==> config.mk <==
export PLATFORM = sky130hd
export DESIGN_NAME = nested_loop_sequencer_flat
export DESIGN_NICKNAME = d
export VERILOG_FILES = /design/src/rtl/nested_loop_sequencer_if.sv /design/src/rtl/nested_loop_sequencer.sv /design/src/flat_wrapper.sv
export SDC_FILE = /design/constraint.sdc
export NUM_CORES = 1
export LEC_CHECK = 0
export ABC_AREA = 1
export CAP_MARGIN = 20
export CORE_ASPECT_RATIO = 1.2
export CORE_UTILIZATION = 50
export CTS_CLUSTER_SIZE = 40
export DETAILED_ROUTE_END_ITERATION = 10
export MAX_ROUTING_LAYER = met4
export PLACE_DENSITY = 0.76
export RECOVER_POWER = 50
export SYNTH_ARGS = -nofsm -noshare
export SYNTH_HDL_FRONTEND = slang
export SYNTH_SLANG_ARGS = --single-unit
==> constraint.sdc <==
create_clock -name clk -period 2.7 [get_ports clk]
set_clock_uncertainty 0.05 [all_clocks]
set_input_delay 0.27 -clock clk [delete_from_list [all_inputs] [get_ports clk]]
set_output_delay 0.27 -clock clk [all_outputs]
set_load 0.005 [all_outputs]
==> src/rtl/nested_loop_sequencer_if.sv <==
// Start/done handshake and index bus between the control FSM and the nested loop sequencer.
// The abort/aborted pair exists only when SEQ_ABORT_EN is defined.
interface nested_loop_sequencer_if #(
    parameter int WORD_LENGTH = 8
);
    logic                   start;
    logic [WORD_LENGTH:0]   inner_max;
    logic [WORD_LENGTH:0]   outer_max;
    logic                   stall;
    logic                   busy;
    logic                   step_valid;
    logic [WORD_LENGTH-1:0] inner_idx;
    logic [WORD_LENGTH-1:0] outer_idx;
    logic                   inner_last;
    logic                   outer_last;
    logic                   done;
`ifdef SEQ_ABORT_EN
    logic                   abort;
    logic                   aborted;

    modport master (
        output start, inner_max, outer_max, stall, abort,
        input  busy, step_valid, inner_idx, outer_idx, inner_last, outer_last, done, aborted
    );
    modport slave (
        input  start, inner_max, outer_max, stall, abort,
        output busy, step_valid, inner_idx, outer_idx, inner_last, outer_last, done, aborted
    );
`else
    modport master (
        output start, inner_max, outer_max, stall,
        input  busy, step_valid, inner_idx, outer_idx, inner_last, outer_last, done
    );
    modport slave (
        input  start, inner_max, outer_max, stall,
        output busy, step_valid, inner_idx, outer_idx, inner_last, outer_last, done
    );
`endif
endinterface

==> src/rtl/nested_loop_sequencer.sv <==
// Two-level loop sequencer: walks (outer, inner) pairs in row-major order, one step per unstalled cycle.
// Optional early termination via abort/aborted when SEQ_ABORT_EN is defined.
//
// state | meaning
// IDLE  | waiting for start; bounds and indices hold
// RUN   | issuing steps; stall holds everything
// DONE  | one-cycle done pulse, then back to IDLE
module nested_loop_sequencer #(
    parameter int WORD_LENGTH = 8
) (
    input logic clk,
    input logic rst,
    nested_loop_sequencer_if.slave sif
);
    typedef enum logic [1:0] {IDLE, RUN, DONE} state_t;

    localparam logic [WORD_LENGTH:0] ONE = {{WORD_LENGTH{1'b0}}, 1'b1};

    state_t                 state_q, state_d;
    logic [WORD_LENGTH:0]   inner_bnd, outer_bnd;
    logic [WORD_LENGTH-1:0] inner_q, outer_q;
    logic                   aborted_q;
    logic                   abort_now;
    logic                   zero_bound;
    logic                   inner_at_last, outer_at_last;
    logic                   step, last_step;

`ifdef SEQ_ABORT_EN
    assign abort_now = (state_q == RUN) && sif.abort;
`else
    assign abort_now = 1'b0;
`endif

    assign zero_bound    = (sif.inner_max == '0) || (sif.outer_max == '0);
    // Compare at WORD_LENGTH+1 bits so a bound of 2^WORD_LENGTH lands on the all-ones code.
    assign inner_at_last = ({1'b0, inner_q} == (inner_bnd - ONE));
    assign outer_at_last = ({1'b0, outer_q} == (outer_bnd - ONE));
    assign step          = (state_q == RUN) && !sif.stall && !abort_now;
    assign last_step     = step && inner_at_last && outer_at_last;

    always_ff @(posedge clk) begin
        if (rst) state_q <= IDLE;
        else     state_q <= state_d;
    end

    always_comb begin
        state_d = state_q;
        case (state_q)
            IDLE:    if (sif.start) state_d = zero_bound ? DONE : RUN;
            RUN:     if (abort_now || last_step) state_d = DONE;
            DONE:    state_d = IDLE;
            default: state_d = IDLE;
        endcase
    end

    always_ff @(posedge clk) begin
        if (rst) begin
            inner_bnd <= '0;
            outer_bnd <= '0;
            inner_q   <= '0;
            outer_q   <= '0;
            aborted_q <= 1'b0;
        end else begin
            case (state_q)
                IDLE: begin
                    if (sif.start) begin
                        inner_q   <= '0;
                        outer_q   <= '0;
                        aborted_q <= 1'b0;
                        if (!zero_bound) begin
                            inner_bnd <= sif.inner_max;
                            outer_bnd <= sif.outer_max;
                        end
                    end
                end
                RUN: begin
                    if (abort_now) begin
                        aborted_q <= 1'b1;
                    end else if (step && !last_step) begin
                        if (inner_at_last) begin
                            inner_q <= '0;
                            outer_q <= outer_q + 1'b1;
                        end else begin
                            inner_q <= inner_q + 1'b1;
                        end
                    end
                end
                DONE:    aborted_q <= 1'b0;
                default: aborted_q <= 1'b0;
            endcase
        end
    end

    always_comb begin
        sif.busy       = (state_q == RUN) || (state_q == DONE);
        sif.done       = (state_q == DONE);
        sif.step_valid = step;
        sif.inner_idx  = inner_q;
        sif.outer_idx  = outer_q;
        sif.inner_last = (state_q == RUN) && inner_at_last;
        sif.outer_last = (state_q == RUN) && outer_at_last;
`ifdef SEQ_ABORT_EN
        sif.aborted    = (state_q == DONE) && aborted_q;
`endif
    end
endmodule
==> src/flat_wrapper.sv <==
// flat-port wrapper written by rule: the top's interface ports become plain ports
module nested_loop_sequencer_flat 
#(
    parameter int WORD_LENGTH = 8
)
  (clk, rst, sif_start, sif_inner_max, sif_outer_max, sif_stall, sif_busy, sif_step_valid, sif_inner_idx, sif_outer_idx, sif_inner_last, sif_outer_last, sif_done);
  nested_loop_sequencer_if #(.WORD_LENGTH(WORD_LENGTH)) sif_i ();
  input logic clk;
  input logic rst;
  input wire logic [$bits(sif_i.start)-1:0] sif_start;
  input wire logic [$bits(sif_i.inner_max)-1:0] sif_inner_max;
  input wire logic [$bits(sif_i.outer_max)-1:0] sif_outer_max;
  input wire logic [$bits(sif_i.stall)-1:0] sif_stall;
  output wire logic [$bits(sif_i.busy)-1:0] sif_busy;
  output wire logic [$bits(sif_i.step_valid)-1:0] sif_step_valid;
  output wire logic [$bits(sif_i.inner_idx)-1:0] sif_inner_idx;
  output wire logic [$bits(sif_i.outer_idx)-1:0] sif_outer_idx;
  output wire logic [$bits(sif_i.inner_last)-1:0] sif_inner_last;
  output wire logic [$bits(sif_i.outer_last)-1:0] sif_outer_last;
  output wire logic [$bits(sif_i.done)-1:0] sif_done;
  assign sif_i.start = sif_start;
  assign sif_i.inner_max = sif_inner_max;
  assign sif_i.outer_max = sif_outer_max;
  assign sif_i.stall = sif_stall;
  assign sif_busy = sif_i.busy;
  assign sif_step_valid = sif_i.step_valid;
  assign sif_inner_idx = sif_i.inner_idx;
  assign sif_outer_idx = sif_i.outer_idx;
  assign sif_inner_last = sif_i.inner_last;
  assign sif_outer_last = sif_i.outer_last;
  assign sif_done = sif_i.done;
  nested_loop_sequencer #(.WORD_LENGTH(WORD_LENGTH)) u_core (.clk(clk), .rst(rst), .sif(sif_i));
endmodule
==> metrics.sh <==
OUTCOME='finished clean'
SYNTH_AREA_LEADERS='dfxtp_1 (29%), nand2_1 (15%), a21oi_1 (7.9%)'
YS_ASYNC_SR_FRACTION=0
SYNTHMOSTINSTANTIATEDCELL='nand2_1'
LAYOUT-DRIVE-GT1-SHARE=0.08000
FINALCOREUTILIZATION=0.6342
HP-CLASS='flip-flop to flip-flop'
POSTSYNTHCELLCOUNT=406
CRITICAL_PATH.REG2REG.ENDPOINT='u_core.sif.inner_idx[3]'
CRIT_FANOUT=6
WORSTPATHARRIVAL_NS=2.23
GRT_START_MAX_NET_PINS=36
CRIT_PATH_FROM='u_core.inner_bnd[0]'
SYNTHESIS.AREA_MM2=0.002529
FINALMAXSLEWVIOLATIONS=0
GRT_SETUP_UNREPAIRED='false'
WORST-ENDPOINT-REQUIRED_NS=2.38
FLOORPLAN.INITIALDENSITY=0.5156
DESIGN.PORTCOUNT=43
INSERTION_DELAY_NS=0.29
ANTENNA_FOUND_INITIAL=0
ANTENNA_CELLS=0
CLK_ROOT_BUFFER_CELL='clkbuf_8'
CTS.SINK_COUNT=36
AREAGROWTHSYNTHTOFINISH_PCT=23.01
MINIMUM_PERIOD_IMPLIED_BY_THE_FINAL_WORST_SETUP_SLACK_NS=2.555
DR_TOTAL_VIAS=2786
DRT_DRC_VIOLATIONS_LEFT=0
NUMPORTBUFFERS=42
CTS.HTREE.LEVELS=2
SETUP.WORST_PATH.START_CLASS='flip-flop'
GRT_PASS1_VIAS=2584
GRT_OVERFLOW_TOTAL=0
MAX_SLEW.WORST_PIN.SLEW_NS=0.5637
YOSYS_WARNINGS=0
IR_WORST_VDD_uV=420.6
VIA_PER_INST=5.463
DOMINANTREGCELLSYNTH='dfxtp_1'
TIMING.FINAL.HOLD_VIOLATIONS=0
R2R-START='u_core.outer_bnd[0]'
MAX_CLOCK_FREQ_MHz=391.5
SYNTH_CELL_TYPE_COUNT=31
CTS_BUFFER_DEPTH=2
CLOCK_PIN_SLEW_ON_THE_WORST_SETUP_AND_HOLD_PATHS_NS=0.07
GP_CONGESTION=0.8784
DIE_X_UM=66.92
PLACE_WORST_SETUP_SLACK_NS=0.3135
SYNTH_LARGEST_TYPE_AREA_FRACTION=0.2850
YOSYSTOPAREACELL='dfxtp_1'
YOSYS_REGISTER_BITS=36
SYNTH_SEQUENTIAL_AREA_RATIO=0.2850
CTS_TREE='built'
NUM_ROWS=28
FINAL_CELLS=510
ANTENNA_LEFT=0
MIN_PERIOD_OVER_PERIOD=0.9461
FIN_SETUP_TNS_NS=0
PWR_DENSITY_CELL_mW_PER_MM2=550.0
CRIT_TYPE='flip-flop to output port'
DRT-TOTAL-WL_MM=6.431
SETUP_VIOL=0
CP_CAPTURE_TYPE='output port'
POWER.LEAKAGE_nW=1.424
FIRST_PASS_ITERS=4
CTS_INSERTED_BUFFERS=5
REG2REGPATHDEPTH=11
REG2REG_SLACK_NS=0.46
DRV_CAP=0
NETS=479
POST_SYNTH_EDFFS=0
SYN_AREA_PER_CELL_UM2=6.228
CTS_HOLD_BUFFERS=0
FIRST_ITER_VIOLATIONS=131
DESIGN.CORE.AREA_MM2=0.004905
PLACED_CELLS_INCL_TAPS=503
FIN_WS_NS=0.1455
HPWLAFTERDP_MM=4.918
MAX_SLEW_HEADROOM_AT_THE_WORST_PIN=0.6242
DIE_HEIGHT_UM=79.90
CRITPATHCAPTURE='sif_inner_last'
CTS_SETUP_BUFFERS=0
GLOBAL_ROUTE_WIRE_LENGTH_BEFORE_REPAIR_MM=10.85
SYNTH_NETS=435
GLOBAL_ROUTE.USAGE.TOTAL=0.2719
FILLCELLCOUNT=464
SYNTH_COMMONEST_CELLS='nand2_1 (104), inv_1 (44), a21oi_1 (40), nor2_1 (40), dfxtp_1 (36)'
DIE-AREA_MM2=0.005347
DETAIL_ROUTE.WL_PER_CELL_UM=12.61
through the flow:
stage / hold WS, ns / total power [W] / instance area [µm²]
final: 0.4360 / 0.001711 / 3110
after detailed placement: 0.4259 / 0.001363 / 3032
after floorplan: 0.3673 / 0.001149 / 2529
after CTS: 0.4367 / 0.001727 / 3108
after global routing: 0.4587 / 0.001843 / 3110
after global placement: 0.4140 / 0.001348 / 3032
what timing repair did:
item,4_1_cts,5_1_grt
cloned,0,0
endpoints found under the setup margin,1,1
resized for setup,1,6
power by group:
part	switching (W)	internal (W)	leakage [nW]
Sequential	0.0000772	0.000591	0.297
Combinational	0.000402	0.000275	1.09
Clock	0.000190	0.000175	0.0410
Total	0.000669	0.00104	1.42
worst min-delay path by stage:
stage | from | slack [ns] | cells past startpoint | end
finish | u_core.state_q[1] | 0.44 | 2 | u_core.state_q[1]
floorplan | sif_outer_max[8] | 0.37 | 2 | u_core.outer_bnd[8]
global route | u_core.outer_bnd[7] | 0.46 | 2 | u_core.outer_bnd[7]
detailed placement | u_core.state_q[1] | 0.43 | 2 | u_core.state_q[1]
global placement | u_core.inner_bnd[8] | 0.41 | 2 | u_core.inner_bnd[8]
CTS | u_core.state_q[1] | 0.44 | 2 | u_core.state_q[1]
layout by cell type (no fill, tap or decap), types with 2 or more instances in the layout:
cell             instances
nor3_1                   3
buf_4                    5
nor2_1                  39
clkbuf_8                 5
nand4_1                 12
dfxtp_1                 34
xor2_1                  10
o21ai_0                 22
inv_2                    6
o21ai_1                  2
nand3b_1                 6
nand3_1                 35
nand3_2                  3
nor4_1                   6
nand2_2                  3
nand2_1                104
a21oi_1                 40
dlygate4sd3_1           19
inv_1                   43
nor2_2                   5
xnor2_1                  5
ha_1                     6
clkdlybuf4s50_1         22
dfxtp_2                  2
sequential cells by signal, indices dropped and copies added, names as in the netlist:
register,cells
u_core.outer_bnd,9
u_core.inner_bnd,9
u_core.sif.outer_idx,8
u_core.state_q,2
u_core.sif.inner_idx,8
final cells by class:
cell class	instances	area [µm²]	area share
clock buffer	6	72.57	0.02333
clock inverter	1	5.005	0.001609
inverter	50	187.7	0.06034
multi-input combinational	309	1585	0.5097
sequential	36	723.2	0.2325
tap	60	75.07	0.02414
timing repair buffer	48	461.7	0.1484
cell families after synthesis:
logic type,count (synthesis),share of synthesized area
and+or+nand+nor,220,0.3973
adders and majority gates,7,0.03463
xor gates and xnor gates,15,0.05195
buffers and inverters,61,0.09401
DFF,36,0.2850
AOI/OAI and AO/OA,67,0.1371
critical path: stages, from the launching register on:
cell and delay, ns:
dfxtp_2 0.35, inv_2 0.07, ha_4 0.26, xor2_1 0.14, nand2_1 0.07, nor2_2 0.12
nand3_1 0.07, a21oi_1 0.12, nand4_1 0.11, nor2_1 0.12, clkdlybuf4s50_1 0.51
metal layers:
layer | global-route usage | part of all wire | up-vias | routed length [µm]
li1 | - | - | 1418 | -
met1 | 0.2783 | 0.40 | 1287 | 2601
met2 | 0.4879 | 0.52 | 61 | 3369
met3 | 0.05000 | 0.039 | 20 | 251
met4 | 0.1319 | 0.032 | 0 | 208
met5 | - | 0 | - | 0
Note: power is estimated with default switching activity, not from simulation.
